`src/rtl/simple_datapath.sv`:
```
// Execution datapath: register file, immediate/operand registers, B-operand mux,
// ALU with registered result and zero/carry flags, driven by the controller's enables.
module simple_datapath #(
   parameter int DW   = 8,
   parameter int NREG = 16
) (
   input  logic          clk,
   input  logic          rst_n,
   input  logic          en_rf,
   input  logic          r_wf,
   input  logic [3:0]    sel_rf,
   input  logic          en_imm,
   input  logic [DW-1:0] imm,
   input  logic          sel_mux,
   input  logic          en_reg,
   input  logic          en_alu,
   input  logic [2:0]    sel_alu,
   output logic          alu_zero,
   output logic          alu_carry,
   output logic [DW-1:0] ram_wdata,
   input  logic [3:0]    dbg_sel,
   output logic [DW-1:0] dbg_data
);

   typedef enum logic [2:0] {
      OP_PASS = 3'b000,
      OP_TEST = 3'b001,
      OP_ADD  = 3'b010,
      OP_SUB  = 3'b011,
      OP_SHL  = 3'b100
   } alu_op_e;

   logic [DW-1:0] r_rf [NREG];
   logic [DW-1:0] r_imm_q;
   logic [DW-1:0] r_rf_q;
   logic [DW-1:0] r_reg_a;
   logic [DW-1:0] r_alu_q;
   logic          r_zero;
   logic          r_carry;

   logic [DW-1:0] w_mux_b;
   logic [DW-1:0] w_rf_rd;
   logic [DW-1:0] w_dbg;
   logic [DW:0]   w_sum;
   logic [DW:0]   w_diff;
   logic [DW:0]   w_shl_ext;
   logic [DW-1:0] w_alu_r;
   logic          w_alu_c;
   logic          w_alu_upd;

   assign w_mux_b = sel_mux ? r_rf_q : r_imm_q;

   // Out-of-range indices never match a loop index, so they read as 0.
   always_comb begin
      w_rf_rd = '0;
      w_dbg   = '0;
      for (int unsigned i = 0; i < NREG; i++) begin
         if (sel_rf == 4'(i))  w_rf_rd = r_rf[i];
         if (dbg_sel == 4'(i)) w_dbg   = r_rf[i];
      end
   end

   assign w_sum  = {1'b0, r_reg_a} + {1'b0, w_mux_b};
   assign w_diff = {1'b0, r_reg_a} - {1'b0, w_mux_b};
   // One extra MSB catches the last bit shifted out; shifts beyond DW clear everything.
   assign w_shl_ext = {1'b0, w_mux_b} << r_reg_a;

   always_comb begin
      w_alu_r   = '0;
      w_alu_c   = 1'b0;
      w_alu_upd = 1'b1;
      case (sel_alu)
         OP_PASS, OP_TEST: w_alu_r = w_mux_b;
         OP_ADD: begin
            w_alu_r = w_sum[DW-1:0];
            w_alu_c = w_sum[DW];
         end
         OP_SUB: begin
            w_alu_r = w_diff[DW-1:0];
            w_alu_c = w_diff[DW];
         end
         OP_SHL: begin
            w_alu_r = w_shl_ext[DW-1:0];
            w_alu_c = w_shl_ext[DW];
         end
         default: w_alu_upd = 1'b0;
      endcase
   end

   always_ff @(posedge clk or negedge rst_n) begin
      if (!rst_n) begin
         for (int unsigned i = 0; i < NREG; i++) r_rf[i] <= '0;
         r_imm_q <= '0;
         r_rf_q  <= '0;
         r_reg_a <= '0;
         r_alu_q <= '0;
         r_zero  <= 1'b0;
         r_carry <= 1'b0;
      end else begin
         if (en_imm) r_imm_q <= imm;
         if (en_reg) r_reg_a <= w_mux_b;
         if (en_rf && r_wf) r_rf_q <= w_rf_rd;
         if (en_rf && !r_wf) begin
            for (int unsigned i = 0; i < NREG; i++) begin
               if (sel_rf == 4'(i)) r_rf[i] <= r_alu_q;
            end
         end
         if (en_alu && w_alu_upd) begin
            r_alu_q <= w_alu_r;
            r_zero  <= (w_alu_r == '0);
            r_carry <= w_alu_c;
         end
      end
   end

   assign alu_zero  = r_zero;
   assign alu_carry = r_carry;
   assign ram_wdata = r_alu_q;
   assign dbg_data  = w_dbg;

endmodule

```
`config.mk`:
```
export PLATFORM = sky130hd
export DESIGN_NAME = simple_datapath
export DESIGN_NICKNAME = d
export VERILOG_FILES = /design/src/rtl/simple_datapath.sv
export SDC_FILE = /design/constraint.sdc
export NUM_CORES = 1
export LEC_CHECK = 0
export BUFFER_PORTS_ARGS = -buffer_cell sky130_fd_sc_hd__buf_2
export CAP_MARGIN = 20
export CORE_ASPECT_RATIO = 0.9
export CORE_MARGIN = 3
export CORE_UTILIZATION = 32
export CTS_CLUSTER_DIAMETER = 150
export DETAILED_ROUTE_END_ITERATION = 7
export SKIP_LAST_GASP = 1
export SLEW_MARGIN = 20
export SYNTH_ARGS = -nofsm -noshare
export SYNTH_HDL_FRONTEND = slang
export SYNTH_SLANG_ARGS = --single-unit
```
`constraint.sdc`:
```
create_clock -name clk -period 6 [get_ports clk]
set_input_delay 1.8 -clock clk [delete_from_list [all_inputs] [get_ports clk]]
set_output_delay 1.8 -clock clk [all_outputs]
set_load 0.1 [all_outputs]
```
* Word level (Yosys, flattened, before mapping)
Cells that the tools add are included.
** Operators by class
- Reductions and logical operators :: 26
- Eq/ne operators :: 34
- Shifts and indexed selects :: 1
- Multiplexer cells :: 36
- $add $sub $neg :: 2
** Operator list (count)
- 2-to-1 mux 8 bit :: 33
- equality test 4 bit (second input constant) :: 16
- equality test 4 x 3 -> 1 bit (second input constant) :: 8
- case mux 8 bit (4 select lines) :: 1
- AND reduction 2 bit :: 16
- equality test 4 x 2 -> 1 bit (second input constant) :: 4
- adder 8 x 8 -> 9 bit :: 1
- left shift 8 x 8 -> 9 bit :: 1
- subtractor 8 x 8 -> 9 bit :: 1
- equality test 4 x 1 -> 1 bit (second input constant) :: 2
- logical NOT 4 bit :: 2
- logical NOT 8 bit :: 1
- equality test 3 x 2 -> 1 bit (second input constant) :: 2
- OR reduction 5 bit :: 1
- equality test 3 x 1 -> 1 bit (second input constant) :: 1
- equality test 3 bit (second input constant) :: 1
- logical AND 1 bit :: 3
- logical NOT 3 bit :: 1
- case mux 1 bit (3 select lines) :: 1
- OR reduction 2 bit :: 1
- logical NOT 1 bit :: 1
- 2-to-1 mux 1 bit :: 1
** Word-level totals
- Logic and storage cells :: 121
- Bits in registers :: 162

* Depth between registers and ports, before layout
Gate-level depths: netlist of run 1.
- Word-level depth :: 17
- Depth in mapped cells :: 12

* Worst setup path before layout of run 1
Ideal clock, no wire load.
- Kind :: input-to-output
- Start point :: in dbg_sel[2]
- End point :: out dbg_data[6]
- Arrival time :: 4602 ps
- Cell stages on the path :: 7
- Data required time :: 4200 ps
- Slack :: -402 ps
- Cells stage by stage :: clkbuf_1 -> clkbuf_1 -> and2_1 -> clkbuf_1 -> nand2_1 -> a32o_1 -> a31oi_1
** On the way
- Longest elaborated chain between the ends :: 17
- Elaborated cells on any way between the ends :: 32
- Classes of those cells :: eq/ne: 15; mux: 16; reduce/logical: 1
** Ends and longest elaborated chain
- start: declaration :: line 21 : input logic [3:0] dbg_sel,
- logical NOT 4 bit :: line 59 : if (dbg_sel == 4'(i)) w_dbg = r_rf[i];
- 2-to-1 mux 8 bit (15 in a row) :: line 59
- 2-to-1 mux 8 bit * :: line 59
- end: declaration :: line 22 : output logic [DW-1:0] dbg_data
Mark *: on every way between the ends. The rest lies on a longest branch, timed or not.

* Final worst setup path of run 1
- Start point :: in dbg_sel[2]
- End point :: out dbg_data[5]
Same word-level chain as after synthesis.

==> results of run 1 <==
## layer usage
metal | global-route usage [%] | vias up | routed length, µm
li1 | - | 3467 | -
met4 | 5.945 | 0 | 605
met1 | 24.80 | 3890 | 13310
met5 | 0 | - | 0
met3 | 2.486 | 37 | 1444
met2 | 25.83 | 224 | 12420
## cells by family (layout without fill, tap and decap cells)
family | count (synthesis) | count (layout) | synth area share [%]
AOI/OAI and AO/OA | 221 | 221 | 14.66
xor gates and xnor gates | 3 | 3 | 0.2692
adders and majority gates | 19 | 19 | 2.589
buffers and inverters | 79 | 110 | 3.319
DFF | 162 | 162 | 41.52
muxes | 214 | 214 | 26.69
and+or+nand+nor | 226 | 226 | 10.94
## per-stage QoR
stage / total power [µW] / area (µm²) / hold WS, ns
final: 3601 / 11030 / 0.4853
after floorplan: 2220 / 9784 / 0.4496
after CTS: 3620 / 11030 / 0.4872
after global placement: 2510 / 10450 / 0.4666
after detailed placement: 2530 / 10450 / 0.4725
after global routing: 3781 / 11030 / 0.5186
## flip-flops by register name, indices dropped and copies added (netlist names)
| signal | flops |
|---|---|
| alu_carry | 1 |
| alu_zero | 1 |
| r_imm_q | 8 |
| r_reg_a | 8 |
| r_rf | 128 |
| r_rf_q | 8 |
| ram_wdata | 8 |
## cell type report
cell class / instances / area share [%]
multi-input cells: 683 / 49.01
flip-flops and latches: 162 / 36.75
well taps: 403 / 4.571
clock buffers: 18 / 3.981
repair buffers: 59 / 3.754
clock inverters: 14 / 1.293
inverters: 19 / 0.6465
## worst max-delay path, delay by kind of cell
kind / cells / cell delay [ns]
AOI/OAI and AO/OA: 5 / 0.85
buffers and inverters: 2 / 0.55
and+or+nand+nor: 2 / 0.73
## cells in the final DEF (no fill, tap or decap), types with 4 or more instances in the layout
| master | count |
|---|---|
| a211oi_1 | 9 |
| a21oi_1 | 52 |
| a221oi_1 | 6 |
| a2bb2oi_1 | 4 |
| a31oi_1 | 5 |
| and2_1 | 5 |
| buf_12 | 5 |
| buf_2 | 38 |
| buf_4 | 15 |
| clkbuf_16 | 17 |
| clkinv_4 | 5 |
| dfrtp_1 | 162 |
| ha_1 | 17 |
| inv_1 | 18 |
| inv_6 | 6 |
| mux2_2 | 151 |
| mux2i_1 | 41 |
| mux4_2 | 22 |
| nand2_1 | 78 |
| nand2b_1 | 17 |
| nand3_1 | 7 |
| nand4_1 | 5 |
| nor2_1 | 61 |
| nor2b_1 | 19 |
| nor3_1 | 13 |
| nor3b_1 | 9 |
| o211ai_1 | 4 |
| o21a_1 | 5 |
| o21ai_0 | 59 |
| o221ai_1 | 13 |
| o22ai_1 | 13 |
| o2bb2ai_1 | 4 |
## worst paths after layout
check / to / cells after the start
worst max-delay path: dbg_data[5] / 9
worst min-delay path: r_rf_q[6]$_DFFE_PN0P_ / 2
worst max register to register: alu_zero$_DFFE_PN0P_ / 10
worst min register to register: r_rf_q[6]$_DFFE_PN0P_ / 2
max in group asynchronous: r_rf[21]$_DFFE_PN0P_ / 2
min in group asynchronous: r_rf[126]$_DFFE_PN0P_ / 1
## power by group through the flow
| stage | registers [µW] | logic [µW] | clock network, µW |
|---|---|---|---|
| floorplan | 1530 | 689 | 0 |
| global placement | 1550 | 965 | 0 |
| detailed placement | 1550 | 983 | 0 |
| CTS | 1530 | 985 | 1110 |
| global route | 1560 | 1070 | 1150 |
| finish | 1530 | 983 | 1090 |
==> flow_summary.yaml, run 1 <==
placed_design:
  port_buffers: 44
  gp_congestion: 0.8794
  hpwl_mm: 20.04
  pre_cts_slack_ns: 0.3719
  dp.cells: 1326
sta:
  final.min_clock_period_ns: 5.737
  report.final.slew_viol_count: 0
  maxSlewHeadroom_pct: 33.08
  clock_skew_ns: 0.009918
  final-hold-violation-count: 0
  rsz0062_at_grt: "false"
  finalSetupViolCount: 0
  fmax_mhz: 174.3
  setup_slack_ns: 0.2629
  tightest_slew_ns: 1.004
  finalCritPeriodShare_pct: 95.62
  setup_tns_ns: 0
drt:
  vias: 7618
  first_pass_iters: 5
  viasPerCell: 5.610
  initialDrtViolationCount: 649
  ant_nets: 0
  routed_wl_mm: 27.78
  wire_per_inst_um: 20.46
  route.detailed.drc: 0
logic_synthesis:
  synth.cells.most_frequent: "dfrtp_1, mux2_2, nand2_1"
  yosys-top-cells-area: "dfrtp_1, mux2_2, mux4_2"
  synth_cell_type_count: 65
  synthCells: 924
  async_flop_share_pct: 100.0
  synth_seq_area_share_pct: 41.52
  ys.flop_type: "dfrtp_1"
  yosys.cell_count.top_type: "dfrtp_1"
  synth_top_area_share_pct: 41.52
  yosysTopAreaCell: "dfrtp_1"
  syn_avg_cell_area_um2: 10.57
  synth-seq-cells: 162
  syn_area_um2: 9763
  ys_warn_count: 0
  synth_nets: 970
  synth_edf_count: 0
setup_path:
  worstPathArrival_ns: 3.94
  cp-start-kind: "input pin"
  ff2ff_setup_slack_ns: 2.70
  crit_type: "input pin to output port"
  worstPathCellList: "buf_2 -> nor2b_1 -> nand2_1 -> o22a_1 -> o22ai_1 -> o22ai_1 -> a22oi_1 -> a21oi_2 -> buf_12"
  r2r-start: "r_rf_q[1]$_DFFE_PN0P_"
  crit_required_ns: 4.20
  slowest_delay_ns: 0.40
  crit_fanout: 23
  cp_slowest_cell: "nor2b_1"
  end_kind: "output port"
  startpoint: "dbg_sel[2]"
  crit_top_cell: "o22ai_1"
pwr:
  power_switching_uw: 1287
  p_seq_share_pct: 42.6
  powerDensity_nw_per_um2: 326.4
  p_comb_share_pct: 27.3
  peakVddDrop_v: 0.0001560
  p_leak_uw: 0.004864
  switching_share_pct: 35.74
  p_clk_share_pct: 30.1
  p_int_uw: 2314
floorplan:
  core_area_um2: 29950
  floorplan.initialDensity_pct: 32.59
  dieArea_um2: 32640
  fp.dieW_um: 190.1
  core.rowCount: 60
  chipHeight_um: 171.7
  ios: 45
global_route:
  grt_pass1_wl_mm: 43.35
  overflow: 0
  first_global_vias: 7377
  grtUsageTotal_pct: 17.01
  antenna_found_initial: 0
  grt_max_degree: 99
finish:
  layout-area-overhead-vs-synth_pct: 12.99
  instances_no_fill: 1358
  fin_util_pct: 36.83
  nets: 988
  fill_cells: 2954
  seqCellArea_um2: 4054
  multi_input_area_um2: 5406
  n_antenna_cell: 0
  drive_gt1_share_pct: 28.69
clocking:
  cts_buffer_depth: 2
  cts_sinks: 162
  root_buffer: "clkbuf_16"
  post_cts.repair.setup_buffers: 0
  h-tree-depth: 4
  cts_tree: "done"
  post_cts_resized: 0
  clkTransAtPathRegs_ns: 0.06
  insertion_delay_ns: 0.44
  postCtsHoldBufs: 0
  cts_made_buffers: 17
outcome:
  status: "completed"
run:
  max_cap_violations: 0
hold_path:
  hold_path_startpoint: "r_rf_q[6]$_DFFE_PN0P_"
  hp-class: "flip-flop to flip-flop"
Note: power is estimated with default switching activity, not from simulation.
==> run 2: changes to the inputs <==
--- a/config.mk
+++ b/config.mk
@@ -5,6 +5,7 @@
 export SDC_FILE = /design/constraint.sdc
 export NUM_CORES = 1
 export LEC_CHECK = 0
+export ABC_AREA = 1
 export BUFFER_PORTS_ARGS = -buffer_cell sky130_fd_sc_hd__buf_2
 export CAP_MARGIN = 20
 export CORE_ASPECT_RATIO = 0.9
==> flow_summary.yaml, run 2 <==
outcome:
  status: "completed"
clocking:
  h-tree-depth: 4
  clkTransAtPathRegs_ns: 0.07
  root_buffer: "clkbuf_16"
  cts_made_buffers: 17
  postCtsHoldBufs: 0
  cts_tree: "done"
  post_cts_resized: 0
  insertion_delay_ns: 0.42
  cts_sinks: 162
  post_cts.repair.setup_buffers: 0
  cts_buffer_depth: 2
setup_path:
  crit_required_ns: 4.20
  cp-start-kind: "input pin"
  critical_path_buf_inv_count: 3
  worstRegToRegCells: 14
  cp.depth: 15
  crit_fanout: 8
  crit_top_cell: "nand2_1"
  critPathTopFamily: "simple AND/OR/NAND/NOR gates"
  worstPathArrival_ns: 3.81
  cp_slowest_cell: "nor2_1"
  worstPathCellList: "buf_2 -> inv_1 -> nand2_1 -> nor2_1 -> nand2_1 -> nand3_1 -> a21oi_1 -> nand4_1 -> o21ai_0 -> nand4_1 -> nand2_1 -> nand3_1 -> nand2_1 -> nand2_1 -> buf_2"
  slowest_delay_ns: 0.44
  crit_type: "input pin to output port"
  end_kind: "output port"
finish:
  design_area_um2: 10360
  drive_gt1_share_pct: 8.514
  mostFrequentLayoutCells: "nand2_1, dfrtp_1, o21ai_0"
  largest_reg_flops: 128
  largest_register: "r_rf"
  final_common_cell: "nand2_1"
  multi_input_area_um2: 4499
  fin_util_pct: 36.89
  layout-area-overhead-vs-synth_pct: 13.22
  seqCellArea_um2: 4054
  n_antenna_cell: 0
  fill_cells: 2918
  nets: 1375
placed_design:
  hpwl_mm: 20.86
  placed_area_um2: 9767
  port_buffers: 44
  gp_congestion: 0.9284
global_route:
  grtUsageTotal_pct: 18.49
  grt_max_degree: 85
  grt_pass1_wl_mm: 44.57
  first_global_vias: 8117
  overflow: 0
  antenna_found_initial: 0
hold_path:
  worstHoldPathCells: 2
  hp-class: "flip-flop to flip-flop"
pwr:
  power_switching_uw: 1250
  p_leak_uw: 0.004788
  switching_share_pct: 36.64
  p_clk_share_pct: 33.1
  p_int_uw: 2162
  peakVddDrop_v: 0.0001776
  p_seq_share_pct: 42.9
  p_comb_share_pct: 24.1
  powerDensity_nw_per_um2: 329.3
drt:
  route.detailed.drc: 0
  ant_nets: 0
  initialDrtViolationCount: 688
  first_pass_iters: 5
  viasPerCell: 5.071
  vias: 8616
  routed_wl_mm: 28.07
  wire_per_inst_um: 16.52
floorplan:
  fp.dieW_um: 184.3
  floorplan.initialDensity_pct: 32.58
  ios: 45
  dieArea_um2: 30670
  chipHeight_um: 166.4
  core.rowCount: 58
  core_area_um2: 28080
run:
  max_cap_violations: 0
logic_synthesis:
  yosysTopAreaCell: "dfrtp_1"
  synth.cells.most_frequent: "nand2_1, dfrtp_1, o21ai_0"
  ys.flop_type: "dfrtp_1"
  syn_area_um2: 9151
  synth_edf_count: 0
  synth_xor_area_share_pct: 0
  syn_avg_cell_area_um2: 7.089
  synth-seq-cells: 162
  synth_compound_area_share_pct: 13.40
  yosys.cell_count.top_type: "nand2_1"
  yosys.area_share.simple_pct: 32.14
  synth_nets: 1337
  ys_warn_count: 0
  synth.area.mux_share_pct: 0.8614
  synth_seq_area_share_pct: 44.30
  synth_top_area_share_pct: 44.30
  synth_fa_ha_area_share_pct: 2.762
  async_flop_share_pct: 100.0
  yosys-top-cells-area: "dfrtp_1, nand2_1, o21ai_0"
  synthCells: 1291
  synth_top_family_by_area: "simple AND/OR/NAND/NOR gates"
  synth_cell_type_count: 37
sta:
  final-hold-violation-count: 0
  maxSlewHeadroom_pct: 27.87
  clock_skew_ns: 0.01003
  fmax_mhz: 178.4
  rsz0062_at_grt: "false"
  final.min_clock_period_ns: 5.606
  holdWs_ns: 0.4832
  finalCritPeriodShare_pct: 93.43
  finalSetupViolCount: 0
  report.final.slew_viol_count: 0
  tightest_slew_ns: 1.078
  setup_tns_ns: 0
-- run 2: cell types whose count changed after synthesis, sizes merged, moves of 22 or more --
cell,delta
nand2,+381
mux2,-144
o21ai,+110
inv,+99
nor2,+74
nand3,+51
mux2i,-41
nand4,+40
mux4,-22
-- run 2: area by class of cell --
cell class	instances	share of cell area, %
well taps	360	4.347
clock buffers	18	4.239
multi-input cells	973	43.42
repair buffers	56	3.055
flip-flops and latches	162	39.13
inverters	119	4.311
clock inverters	11	1.497
-- run 2: worst register-to-register path, cell delays in order (launching register included) --
cell	delay [ns]
dfrtp_1	0.57
clkinv_1	0.33
ha_1	0.33
fa_1	0.40
inv_1	0.11
nand3_1	0.07
nand2_1	0.09
a21oi_1	0.06
o21ai_0	0.08
o2111ai_1	0.14
nor2_1	0.15
nand2_1	0.06
nor2_1	0.08
nand4_1	0.11
nand2_1	0.08
-- run 2: routing by layer --
layer	vias to the layer above	share of wire, %	global-route usage (%)
li1	4275	-	-
met1	4017	47	26.53
met2	270	45	28.34
met3	54	5.1	2.730
met4	0	3.0	6.802
met5	-	0	0
-- run 2: logic make-up (layout without fill, tap and decap cells) --
kind of cell	Yosys count	count (layout)
multiplexers	7	7
flip-flops	162	162
AND/OR/NAND/NOR	718	718
adder cells (fa/ha/maj)	19	19
buffers and inverters	156	204
AO/OA/AOI/OAI	229	229
-- run 2: power groups by stage --
stage	clock [µW]	sequential, µW	combinational (µW)
floorplan	0	1500	517
CTS	1150	1450	828
finish	1130	1460	822
detailed placement	0	1470	828
global placement	0	1470	817
global route	1190	1480	921
-- run 2: worst paths after layout --
path | end | slack, ns | start
setup / recovery | dbg_data[2] | 0.39 | dbg_sel[0]
hold / removal | r_rf[70]$_DFFE_PN0P_ | 0.48 | r_rf[70]$_DFFE_PN0P_
setup reg to reg | alu_zero$_DFFE_PN0P_ | 3.27 | r_reg_a[0]$_DFFE_PN0P_
hold reg to reg | r_rf[70]$_DFFE_PN0P_ | 0.48 | r_rf[70]$_DFFE_PN0P_
max in group asynchronous | r_rf[2]$_DFFE_PN0P_ | 3.48 | rst_n
min in group asynchronous | r_rf[108]$_DFFE_PN0P_ | 1.44 | rst_n
-- run 2: metrics by stage --
step                worst slack (ns)  power, µW  cells
finish                        0.3944       3412   1699
floorplan                     0.6449       2014   1291
detailed placement            0.4019       2297   1670
CTS                           0.3936       3434   1699
global route                  0.2372       3598   1699
global placement              0.4551       2291   1670
==> run 3: changes to the inputs <==
--- a/config.mk
+++ b/config.mk
@@ -6,13 +6,14 @@
 export NUM_CORES = 1
 export LEC_CHECK = 0
 export ABC_AREA = 1
-export BUFFER_PORTS_ARGS = -buffer_cell sky130_fd_sc_hd__buf_2
+export BUFFER_PORTS_ARGS = -buffer_cell sky130_fd_sc_hd__buf_4
 export CAP_MARGIN = 20
 export CORE_ASPECT_RATIO = 0.9
-export CORE_MARGIN = 3
-export CORE_UTILIZATION = 32
+export CORE_MARGIN = 2
+export CORE_UTILIZATION = 55
 export CTS_CLUSTER_DIAMETER = 150
 export DETAILED_ROUTE_END_ITERATION = 7
+export PLACE_DENSITY = 0.73
 export SKIP_LAST_GASP = 1
 export SLEW_MARGIN = 20
 export SYNTH_ARGS = -nofsm -noshare
==> flow_summary.yaml, run 3 (synthesis results as in run 2) <==
setup_path:
  crit_fanout: 8
  startpoint: "dbg_sel[0]"
  r2r-end: "alu_zero$_DFFE_PN0P_"
  cp-start-kind: "input pin"
  worstRegToRegCells: 14
  r2r-start: "r_reg_a[0]$_DFFE_PN0P_"
  ff2ff_setup_slack_ns: 3.17
  worstPathArrival_ns: 3.71
  crit_type: "input pin to output port"
  crit_path_end: "dbg_data[1]"
  crit_required_ns: 4.20
  end_kind: "output port"
drt:
  route.detailed.drc: 0
  viasPerCell: 5.731
  initialDrtViolationCount: 1057
  wire_per_inst_um: 18.35
  routed_wl_mm: 28.33
  first_pass_iters: 8
  ant_nets: 0
  vias: 8849
global_route:
  antenna_found_initial: 0
  first_global_vias: 8078
  grtUsageTotal_pct: 32.93
  overflow: 0
  grt_max_degree: 105
  grt_pass1_wl_mm: 45.04
finish:
  drive_gt1_share_pct: 8.377
  seqCellArea_um2: 4054
  n_antenna_cell: 0
  fill_cells: 1490
  mostFrequentLayoutCells: "nand2_1, dfrtp_1, o21ai_0"
  largest_register: "r_rf"
  final_common_cell: "nand2_1"
  nets: 1371
  largest_reg_flops: 128
  layout-area-overhead-vs-synth_pct: 12.20
  instances_no_fill: 1544
  multi_input_area_um2: 4499
floorplan:
  core.rowCount: 44
  core_area_um2: 16190
  floorplan.initialDensity_pct: 56.54
  fp.dieW_um: 140.0
  ios: 45
  dieArea_um2: 17690
  chipHeight_um: 126.4
sta:
  tightest_slew_ns: 0.9863
  final.min_clock_period_ns: 5.509
  final-hold-violation-count: 0
  setup_tns_ns: 0
  finalCritPeriodShare_pct: 91.82
  fmax_mhz: 181.5
  report.final.slew_viol_count: 0
  rsz0062_at_grt: "false"
  maxSlewHeadroom_pct: 34.00
  finalSetupViolCount: 0
  clock_skew_ns: 0.01170
clocking:
  cts_sinks: 162
  cts_buffer_depth: 2
  post_cts.repair.setup_buffers: 0
  post_cts_resized: 0
  clkTransAtPathRegs_ns: 0.07
  postCtsHoldBufs: 0
  root_buffer: "clkbuf_16"
  h-tree-depth: 4
  cts_made_buffers: 17
  cts_tree: "done"
  insertion_delay_ns: 0.44
pwr:
  p_clk_share_pct: 33.2
  powerDensity_nw_per_um2: 338.2
  p_int_uw: 2186
  p_comb_share_pct: 24.5
  p_seq_share_pct: 42.3
  power_switching_uw: 1286
  p_leak_uw: 0.004790
  switching_share_pct: 37.05
  peakVddDrop_v: 0.0002482
placed_design:
  dp.cells: 1513
  port_buffers: 44
  gp_congestion: 0.9952
  hpwl_mm: 20.43
outcome:
  status: "completed"
hold_path:
  hp-class: "flip-flop to flip-flop"
run:
  max_cap_violations: 0
==> run 3: cell types whose count changed in the layout (fill, tap and decap cells not counted) <==
cell / previous run / this run
clkinv_2: 2 / 1
buf_2: 43 / 0
clkinvlp_4: 0 / 3
inv_8: 1 / 2
buf_4: 12 / 51
clkinv_4: 2 / 1
==> run 3: how the worst min path moves through the flow <==
stage / startpoint / end / slack [ns] / cells past startpoint
after floorplan: r_rf_q[3]$_DFFE_PN0P_ / r_rf_q[3]$_DFFE_PN0P_ / 0.45 / 2
after global routing: r_rf_q[0]$_DFFE_PN0P_ / r_rf_q[0]$_DFFE_PN0P_ / 0.50 / 2
after global placement: r_rf_q[6]$_DFFE_PN0P_ / r_rf_q[6]$_DFFE_PN0P_ / 0.47 / 2
final: r_rf_q[0]$_DFFE_PN0P_ / r_rf_q[0]$_DFFE_PN0P_ / 0.48 / 2
after detailed placement: r_rf_q[0]$_DFFE_PN0P_ / r_rf_q[0]$_DFFE_PN0P_ / 0.46 / 2
after CTS: r_rf_q[0]$_DFFE_PN0P_ / r_rf_q[0]$_DFFE_PN0P_ / 0.48 / 2
==> run 3: cell type report <==
| class | instances | area share, % |
|---|---|---|
| inverter | 119 | 4.350 |
| sequential | 162 | 39.48 |
| timing repair buffer | 52 | 3.839 |
| clock inverter | 13 | 1.706 |
| tap | 207 | 2.523 |
| multi-input combinational | 973 | 43.82 |
| clock buffer | 18 | 4.277 |
==> run 3: power groups by stage <==
stage | logic [µW] | clock network (µW) | registers [µW]
finish | 851 | 1150 | 1470
global route | 945 | 1200 | 1480
CTS | 847 | 1160 | 1460
detailed placement | 843 | 0 | 1470
global placement | 829 | 0 | 1470
floorplan | 517 | 0 | 1500
==> run 3: stage by stage <==
stage                     instance area [µm²]  util, %  hold slack [ns]  worst slack [ns]  total power, µW
final                                   10270    63.44           0.4835            0.4908             3472
after global routing                    10270    63.44           0.4970            0.3061             3633
after CTS                               10270    63.44           0.4830            0.5409             3465
after detailed placement                 9653    59.64           0.4646            0.5435             2314
after global placement                   9653    59.64           0.4659            0.5749             2302
after floorplan                          9151        -           0.4488            0.6449             2014
==> run 3: critical path, cell delays in order <==
cell	delay, ns
buf_4	0.09
inv_1	0.04
nand2_1	0.16
nor2_1	0.18
nand2_1	0.09
nand3_1	0.08
a21oi_1	0.17
nand4_1	0.13
nor2_1	0.23
nand4_1	0.11
nor3_1	0.20
nand4_1	0.16
buf_4	0.27
==> run 3: metal layers <==
metal | vias up | part of all wire [%] | global-route usage [%] | routed length [µm]
li1 | 4270 | - | - | -
met1 | 4137 | 46 | 49.83 | 13080
met2 | 389 | 43 | 48.72 | 12230
met3 | 53 | 8.1 | 5.663 | 2308
met4 | 0 | 2.5 | 10.29 | 718
met5 | - | 0 | 0 | 0
